## config.mk

```make
export PLATFORM = sky130hd
export DESIGN_NAME = alu_cmd_sequencer
export DESIGN_NICKNAME = d
export VERILOG_FILES = /design/src/rtl/alu_cmd_sequencer.sv
export SDC_FILE = /design/constraint.sdc
export NUM_CORES = 1
export LEC_CHECK = 0
export ABC_AREA = 0
export CAP_MARGIN = 25
export CORE_MARGIN = 4
export CORE_UTILIZATION = 40
export CTS_BUF_LIST = sky130_fd_sc_hd__clkbuf_16
export DETAILED_ROUTE_END_ITERATION = 16
export GPL_ROUTABILITY_DRIVEN = 0
export HOLD_SLACK_MARGIN = 0.05
export PLACE_DENSITY = 0.65
export SLEW_MARGIN = 15
export SYNTH_ARGS = -nofsm -noshare
export SYNTH_HDL_FRONTEND = slang
export SYNTH_SLANG_ARGS = --single-unit
```

## constraint.sdc

```tcl
create_clock -name clock -period 4.6 [get_ports clock]
set_input_delay 0.46 -clock clock [delete_from_list [all_inputs] [get_ports clock]]
set_output_delay 0.46 -clock clock [all_outputs]
set_load 0.01 [all_outputs]
```

## src/rtl/alu_cmd_sequencer.sv

```systemverilog
// Command FIFO and one-at-a-time issue FSM in front of the registered ALU.
// Divide/remainder by zero is trapped locally and never reaches the ALU.
module alu_cmd_sequencer #(
  parameter int DEPTH = 4,
  parameter int TAG_W = 4
) (
  input  logic                       clock,
  input  logic                       reset,
  input  logic                       cmd_valid,
  output logic                       cmd_ready,
  input  logic [15:0]                cmd_a,
  input  logic [15:0]                cmd_b,
  input  logic [2:0]                 cmd_sel,
  input  logic [TAG_W-1:0]           cmd_tag,
  output logic [15:0]                alu_input1,
  output logic [15:0]                alu_input2,
  output logic [2:0]                 alu_select,
  input  logic [16:0]                alu_out,
  output logic                       rsp_valid,
  input  logic                       rsp_ready,
  output logic [16:0]                rsp_data,
  output logic                       rsp_err,
  output logic [TAG_W-1:0]           rsp_tag,
  output logic [$clog2(DEPTH):0]     fifo_level
);

  localparam int AW = $clog2(DEPTH);
  localparam int W  = 35 + TAG_W;
  localparam logic [AW:0] FULL_CNT = DEPTH;

  typedef enum logic [1:0] {
    IDLE,
    ISSUE,
    WAIT,
    RESP
  } state_t;

  state_t state, next_state;

  logic [W-1:0]     mem [DEPTH];
  logic [AW-1:0]    wr_ptr, rd_ptr;
  logic [AW:0]      count;
  logic             full, empty, push, pop;
  logic [15:0]      h_a, h_b;
  logic [2:0]       h_sel;
  logic [TAG_W-1:0] h_tag;
  logic             h_err;
  logic [TAG_W-1:0] tag_q;
  logic             err_q;

  assign full       = (count == FULL_CNT);
  assign empty      = (count == '0);
  assign cmd_ready  = !full;
  assign push       = cmd_valid && !full;
  assign pop        = (state == IDLE) && !empty;
  assign fifo_level = count;
  assign rsp_valid  = (state == RESP);

  assign {h_a, h_b, h_sel, h_tag} = mem[rd_ptr];
  assign h_err = ((h_sel == 3'b010) || (h_sel == 3'b011)) && (h_b == 16'd0);

  // FIFO storage; contents need no reset since count gates every read
  always_ff @(posedge clock) begin
    if (push) mem[wr_ptr] <= {cmd_a, cmd_b, cmd_sel, cmd_tag};
  end

  // FIFO pointers and occupancy; pointers wrap at the power-of-2 depth
  always_ff @(posedge clock or posedge reset) begin
    if (reset) begin
      wr_ptr <= '0;
      rd_ptr <= '0;
      count  <= '0;
    end else begin
      if (push) wr_ptr <= wr_ptr + 1'b1;
      if (pop)  rd_ptr <= rd_ptr + 1'b1;
      unique case ({push, pop})
        2'b10:   count <= count + 1'b1;
        2'b01:   count <= count - 1'b1;
        default: count <= count;
      endcase
    end
  end

  // FSM state register
  always_ff @(posedge clock or posedge reset) begin
    if (reset) state <= IDLE;
    else       state <= next_state;
  end

  // FSM next-state logic
  always_comb begin
    next_state = state;
    unique case (state)
      IDLE:  if (!empty) next_state = ISSUE;
      ISSUE: next_state = err_q ? RESP : WAIT;
      WAIT:  next_state = RESP;
      RESP:  if (rsp_ready) next_state = IDLE;
      default: next_state = IDLE;
    endcase
  end

  // Issue registers; a trapped command leaves the ALU inputs untouched
  always_ff @(posedge clock or posedge reset) begin
    if (reset) begin
      alu_input1 <= '0;
      alu_input2 <= '0;
      alu_select <= '0;
      tag_q      <= '0;
      err_q      <= 1'b0;
    end else if (pop) begin
      tag_q <= h_tag;
      err_q <= h_err;
      if (!h_err) begin
        alu_input1 <= h_a;
        alu_input2 <= h_b;
        alu_select <= h_sel;
      end
    end
  end

  // Response capture; held stable while RESP waits for rsp_ready
  always_ff @(posedge clock or posedge reset) begin
    if (reset) begin
      rsp_data <= '0;
      rsp_err  <= 1'b0;
      rsp_tag  <= '0;
    end else if (state == ISSUE && err_q) begin
      rsp_data <= 17'h1FFFF;
      rsp_err  <= 1'b1;
      rsp_tag  <= tag_q;
    end else if (state == WAIT) begin
      rsp_data <= alu_out;
      rsp_err  <= 1'b0;
      rsp_tag  <= tag_q;
    end
  end

endmodule
```

==> reports/qor.yml, run 1 <==
synth:
  synthTopCellsByCount: "edfxtp_1 (156), dfrtp_1 (71), mux4_2 (39)"
  yosysTopAreaCell: "edfxtp_1"
  post_synth.cell_area_avg_um2: 19.93
  yosys.cell_count.top_type: "edfxtp_1"
  ys_warn_count: 0
  synthArstFlopShare: 0.3128
  yosysTopAreaCellShare: 0.5478
  ys.flop_type: "edfxtp_1"
  ys_ff_latch: 227
  synth_edf_count: 156
  syn_area_um2: 8552
  yosysUniqueCellTypes: 32
  synthTopCellsByArea: "edfxtp_1 (55%), dfrtp_1 (21%), mux4_2 (10%), mux2_2 (3.7%), mux2i_1 (2.1%)"
  syn_inst: 429
  synth_seq_area_share: 0.7555
  synth_fp_nets: 500
global_route:
  grt_usage: 0.1448
  grt_pass1_vias: 4770
  grt_pass1_wl_mm: 27.01
  antenna_found_initial: 0
  gr-total-overflow: 0
  grt_start_max_net_pins: 65
floorplanning:
  start_util: 0.4068
  row_count: 53
  core_area_um2: 21020
  die_h_um: 154.2
  die_w_um: 154.2
  die-area_um2: 23780
  ios: 122
sta:
  final.min_clock_period_ns: 3.480
  fin_crit_sh: 0.7564
  setup_viol: 0
  fin_worst_skew_ns: 0.01099
  hold_viol: 0
  fmax_ghz: 0.2874
  slew_violations: 0
  slew_headroom: 0.4172
  fin_tns_setup_ns: 0
  rsz0062_at_grt: "no"
  worst_pin_slew_ns: 0.8741
pwr:
  p_clk_frac: 0.252
  cellLeakagePower_nw: 4.024
  power.internal_mw: 5.323
  power_density_nw_per_um2: 684.5
  p_seq_frac: 0.424
  p_sw_mw: 2.172
  combPwrFrac: 0.324
  finalPower_mw: 7.495
  swShare: 0.2897
  peakVddDrop_uv: 329.8
cts:
  cts_tree: "yes"
  numCtsBuffers: 24
  clk_latency_ns: 0.51
  root_buffer: "clkbuf_16"
  post_cts_buffers: 0
  clock-sinks: 227
  ctsHoldBuffers: 0
  cts_buffer_depth: 3
  cts_resized: 0
  htreeDepth: 1
  path_clk_slew_ns: 0.06
final_layout:
  multi_input_area_um2: 1961
  fin_cells: 861
  fin_nets: 639
  area_delta_synth_final_pct: 28.03
  n_antenna_cell: 0
  final-seq-area_um2: 6464
  num-fill-cells: 1739
  drive_gt1_frac: 0.2048
placement:
  portBuffers: 121
  place_hpwl_mm: 11.12
  placed_cells: 816
setup_path:
  path_buf_inv: 2
  crit_type: "register to register"
  crit-reg2reg-launch: "rd_ptr[0]"
  slowest_delay_ns: 0.79
  r2r_end: "alu_input1[10]"
  reg2regPathDepth: 7
  r2r_slack_ns: 1.12
  crit_chain: "buf_12 > mux4_2 > nor4_1 > nand3_1 > o21ai_4 > buf_4 > mux2_2"
  slowest_stage: "dfrtp_2"
  arrival_ns: 3.86
  cp_top_family: "multiplexers"
  end_kind: "register"
  cp_max_fo: 29
  start_kind: "register"
  critPathRequiredTime_ns: 4.98
route:
  met2RoutedLength_mm: 8.257
  drt-vias-per-instance: 5.001
  dr.pass1.iters: 4
  drtIter0Drc: 227
  drc: 0
  drt-total-wl_mm: 17.11
  met1Wirelength_mm: 7.421
  ant_nets: 0
  vias: 4306
  wl_met3_mm: 1.106
  wl_per_cell_um: 19.87
  top_layer_used: "met4"
status:
  status: "completed"
worst_hold_path:
  hold_path_class: "primary input to asynchronous set/reset pin"
flow_run:
  max_cap_viol_count: 0
==> through the flow <==
stage / cell area, µm² / utilization / hold WS, ns / worst slack [ns]
3_5_place_dp: 10150 / 0.4828 / 0.4634 / 1.083
3_3_place_gp: 10070 / 0.4790 / 0.4588 / 1.143
5_1_grt: 10950 / 0.5209 / 0.1509 / 0.9446
6_report: 10950 / 0.5209 / 0.1550 / 1.120
2_1_floorplan: 8552 / - / 0.4418 / 2.118
4_1_cts: 10930 / 0.5201 / 0.1349 / 1.072
==> power groups by stage <==
stage / Clock [mW] / Sequential [mW] / Combinational, mW
after floorplan: 0 / 3.17 / 1.43
after global placement: 0 / 3.21 / 2.36
after detailed placement: 0 / 3.23 / 2.47
after CTS: 1.94 / 3.20 / 2.48
after global routing: 2.02 / 3.25 / 2.66
final: 1.89 / 3.18 / 2.43
==> how the worst max path moves through the flow <==
stage	startpoint	endpoint	slack, ns	cells after the start
after global routing	rd_ptr[0]	alu_input1[12]	0.94	7
after floorplan	rd_ptr[0]	alu_input1[10]	2.12	8
after global placement	rd_ptr[0]	alu_input1[5]	1.14	7
final	rd_ptr[0]	alu_input1[10]	1.12	7
after CTS	rd_ptr[0]	alu_input1[2]	1.07	7
after detailed placement	rd_ptr[0]	alu_input1[2]	1.08	7
==> registers in the layout, summed over array words and instances (netlist names) <==
name,cells
alu_input1,16
mem,156
rsp_err,1
fifo_level,3
alu_input2,16
rsp_data,17
tag_q,4
rsp_tag,4
err_q,1
state,2
wr_ptr,2
alu_select,3
rd_ptr,2
==> final cells by class <==
cell class,count,area share
Timing Repair Buffer,130,0.1232
Multi-Input combinational cell,173,0.1791
Sequential cell,227,0.5903
Tap cell,275,0.03142
Clock inverter,19,0.01463
Clock buffer,25,0.05714
Inverter,12,0.004228
==> placed cells by master (no fill, tap or decap), types with 2 or more instances in the layout <==
cell type	count
a21oi_1	2
a22o_1	10
and3_2	4
buf_12	5
buf_4	3
bufinv_16	3
clkbuf_16	25
clkdlybuf4s50_1	121
clkinv_1	5
clkinv_2	9
dfrtp_1	69
dfrtp_2	2
edfxtp_1	156
ha_1	10
inv_1	14
mux2_2	28
mux2i_1	18
mux4_2	39
nand2_1	34
nand3_1	2
nor2_1	3
nor3_1	2
nor4_1	3
o21ai_0	3
xnor2_1	4
xor2_1	2
==> cells by family after synthesis <==
| kind of cell | after synthesis | synth area share |
|---|---|---|
| adder cells (fa/ha/maj) | 11 | 0.01697 |
| AND/OR/NAND/NOR | 52 | 0.02692 |
| XOR/XNOR | 6 | 0.006145 |
| buffers and inverters | 29 | 0.01580 |
| AO/OA/AOI/OAI | 18 | 0.01668 |
| multiplexers | 86 | 0.1620 |
| flip-flops | 227 | 0.7555 |
==> per-layer routing <==
metal / up-vias / GRT usage
li1: 1945 / -
met1: 2206 / 0.1971
met2: 133 / 0.2392
met3: 22 / 0.03637
met4: 0 / 0.03112
met5: - / 0
==> worst register-to-register path, delay by kind of cell, from the launching register on <==
kind / cells / cell delay (ns)
AOI/OAI and AO/OA: 1 / 0.29
buffers and inverters: 2 / 0.73
DFF: 1 / 0.79
muxes: 2 / 0.95
and+or+nand+nor: 2 / 0.60
Power figures use the tool's default switching activity.
==> inputs of run 2 (changes only) <==
- PLACE_DENSITY: 0.65 -> 0.67
- clock period: 4.6 -> 3 ns (I/O delays scaled with it)
==> reports/qor.yml, run 2 (synthesized netlist as in run 1, its figures left out) <==
sta:
  rsz0062_at_grt: "no"
  slew_headroom: 0.4932  # +0.07594
  setup_viol: 0  # unchanged
  slew_violations: 0  # unchanged
  hold_viol: 0  # unchanged
  fin_ws_ns: 0.2316  # -0.8889 ns
  fin_tns_setup_ns: 0  # unchanged
  final.min_clock_period_ns: 2.768  # -0.7111 ns
  fmax_ghz: 0.3612  # +26%
  fin_worst_skew_ns: 0.01748  # +0.006491 ns
  worst_pin_slew_ns: 0.7593  # -0.1148 ns
  fin_crit_sh: 0.9228  # +0.1664
cts:
  root_buffer: "clkbuf_16"
  numCtsBuffers: 24  # unchanged
  cts_buffer_depth: 3  # unchanged
  cts_tree: "yes"
  clock-sinks: 227  # unchanged
  ctsHoldBuffers: 0  # unchanged
  clk_latency_ns: 0.52  # about the same
  htreeDepth: 1  # unchanged
  post_cts_buffers: 0  # unchanged
  path_clk_slew_ns: 0.06  # about the same
  cts_resized: 0  # unchanged
pwr:
  power.internal_mw: 8.142  # +53%
  p_seq_frac: 0.414  # -0.010
  p_clk_frac: 0.249  # -0.003
  cellLeakagePower_nw: 4.032  # +0.18%
  swShare: 0.2929  # +0.003133
  peakVddDrop_uv: 639.8  # +94%
  combPwrFrac: 0.336  # +0.012
  p_sw_mw: 3.372  # +55%
  power_density_nw_per_um2: 1051  # +54%
  finalPower_mw: 11.51  # +54%
setup_path:
  path_buf_inv: 2  # unchanged
  crit_chain: "buf_12 > mux4_2 > nor4_1 > nand3_1 > o21ai_4 > buf_4 > mux2_2"
  start_kind: "register"
  end_kind: "register"
  slowest_stage: "mux4_2"
  critPathRequiredTime_ns: 3.39  # -1.59 ns
  crit_type: "register to register"
  r2r_slack_ns: 0.23  # -0.89 ns
  cp_max_fo: 24  # -17%
  arrival_ns: 3.16  # -0.70 ns
  cp_top_family: "multiplexers"
  slowest_delay_ns: 0.56  # -0.23 ns
floorplanning:
  die_w_um: 154.2  # unchanged
  die-area_um2: 23780  # unchanged
  row_count: 53  # unchanged
  ios: 122  # unchanged
  die_h_um: 154.2  # unchanged
  start_util: 0.4068  # unchanged
  core_area_um2: 21020  # unchanged
final_layout:
  area_delta_synth_final_pct: 28.06  # about the same
  layout_common_cells: "edfxtp_1 (156), clkdlybuf4s50_1 (121), dfrtp_1 (69)"
  n_antenna_cell: 0  # unchanged
  largest-register: "mem"
  num-fill-cells: 1675  # -3.7%
  fin_cells: 867  # +0.70%
  fin_nets: 646  # +1.1%
  drive_gt1_frac: 0.2061  # +0.001303
  reg.largest.list: "mem x156, rsp_data x17"
  largest_reg_flops: 156  # unchanged
  layout_commonest_cell: "edfxtp_1"
placement:
  dpl_worst_slack_ns: 0.2026  # -0.8802 ns
  placed_cells: 824  # +0.98%
  place_hpwl_mm: 10.91  # -1.9%
  portBuffers: 121  # unchanged
flow_run:
  max_cap_viol_count: 0  # unchanged
worst_hold_path:
  hold_path_class: "primary input to asynchronous set/reset pin"
global_route:
  gr-total-overflow: 0  # unchanged
  grt_start_max_net_pins: 41  # -37%
  grt_pass1_vias: 4774  # +0.084%
  grt_usage: 0.1447  # -0.0001468
  antenna_found_initial: 0  # unchanged
  grt_pass1_wl_mm: 27.03  # about the same
route:
  dr.pass1.iters: 4  # unchanged
  met1Wirelength_mm: 7.243  # -2.4%
  top_layer_used: "met4"
  wl_met3_mm: 1.229  # +11%
  drt-vias-per-instance: 5.057  # +1.1%
  vias: 4384  # +1.8%
  drt-total-wl_mm: 17.13  # +0.15%
  drtIter0Drc: 186  # -18%
  ant_nets: 0  # unchanged
  drc: 0  # unchanged
  met2RoutedLength_mm: 8.392  # +1.6%
  wl_per_cell_um: 19.76  # -0.54%
status:
  status: "completed"
-- run 2: changes by cell type in the layout (fill, tap and decap cells not counted) --
cell,delta
buf_12,-3
buf_8,-1
clkinv_1,+4
clkinv_16,+1
buf_4,+11
clkbuf_16,-1
clkinv_2,-5
-- run 2: worst register-to-register path: stages, from the launching register on --
cell and delay, ns:
dfrtp_2 0.40, buf_12 0.24, mux4_2 0.57, nor4_1 0.43, nand3_1 0.21, o21ai_4 0.18
buf_4 0.25, mux2_2 0.36
-- run 2: path summary, 6_finish.rpt --
| kind | start | end | cells past startpoint |
|---|---|---|---|
| min in group clock | alu_out[2] | rsp_data[2] | 3 |
| hold / removal | reset | alu_input2[1] | 2 |
| hold reg to reg | tag_q[1] | tag_q[1] | 2 |
| setup / recovery | rd_ptr[0] | alu_input2[8] | 7 |
| max in group asynchronous | reset | alu_input2[11] | 3 |
| setup reg to reg | rd_ptr[0] | alu_input2[8] | 7 |
-- run 2: stage by stage --
step	area, µm²	utilization	hold WS, ns
final	10950	0.5210	0.2301
after global routing	10950	0.5210	0.2886
after CTS	10950	0.5210	0.2454
after detailed placement	10170	0.4838	0.4588
after global placement	10170	0.4838	0.4544
after floorplan	8552	-	0.3989
-- run 2: area by class of cell --
cell class,instances,area (µm²),area share
clock buffer,24,600.6,0.05484
clock inverter,19,180.2,0.01645
sequential,227,6464,0.5902
tap,275,344.1,0.03142
multi-input combinational,173,1961,0.1790
inverter,12,46.29,0.004227
timing repair buffer,137,1356,0.1238
-- run 2: power by group through the flow --
stage | Sequential (mW) | Clock [mW] | Combinational (mW)
2_1_floorplan | 4.86 | 0 | 2.19
3_3_place_gp | 4.80 | 0 | 3.84
3_5_place_dp | 4.84 | 0 | 3.95
4_1_cts | 4.79 | 2.95 | 3.96
5_1_grt | 4.88 | 3.10 | 4.21
6_report | 4.77 | 2.87 | 3.87
-- run 2: layer usage --
metal,vias up,track usage
met1,2258,0.1891
met3,25,0.04113
met2,150,0.2450
met5,-,0
met4,0,0.02902
li1,1951,-
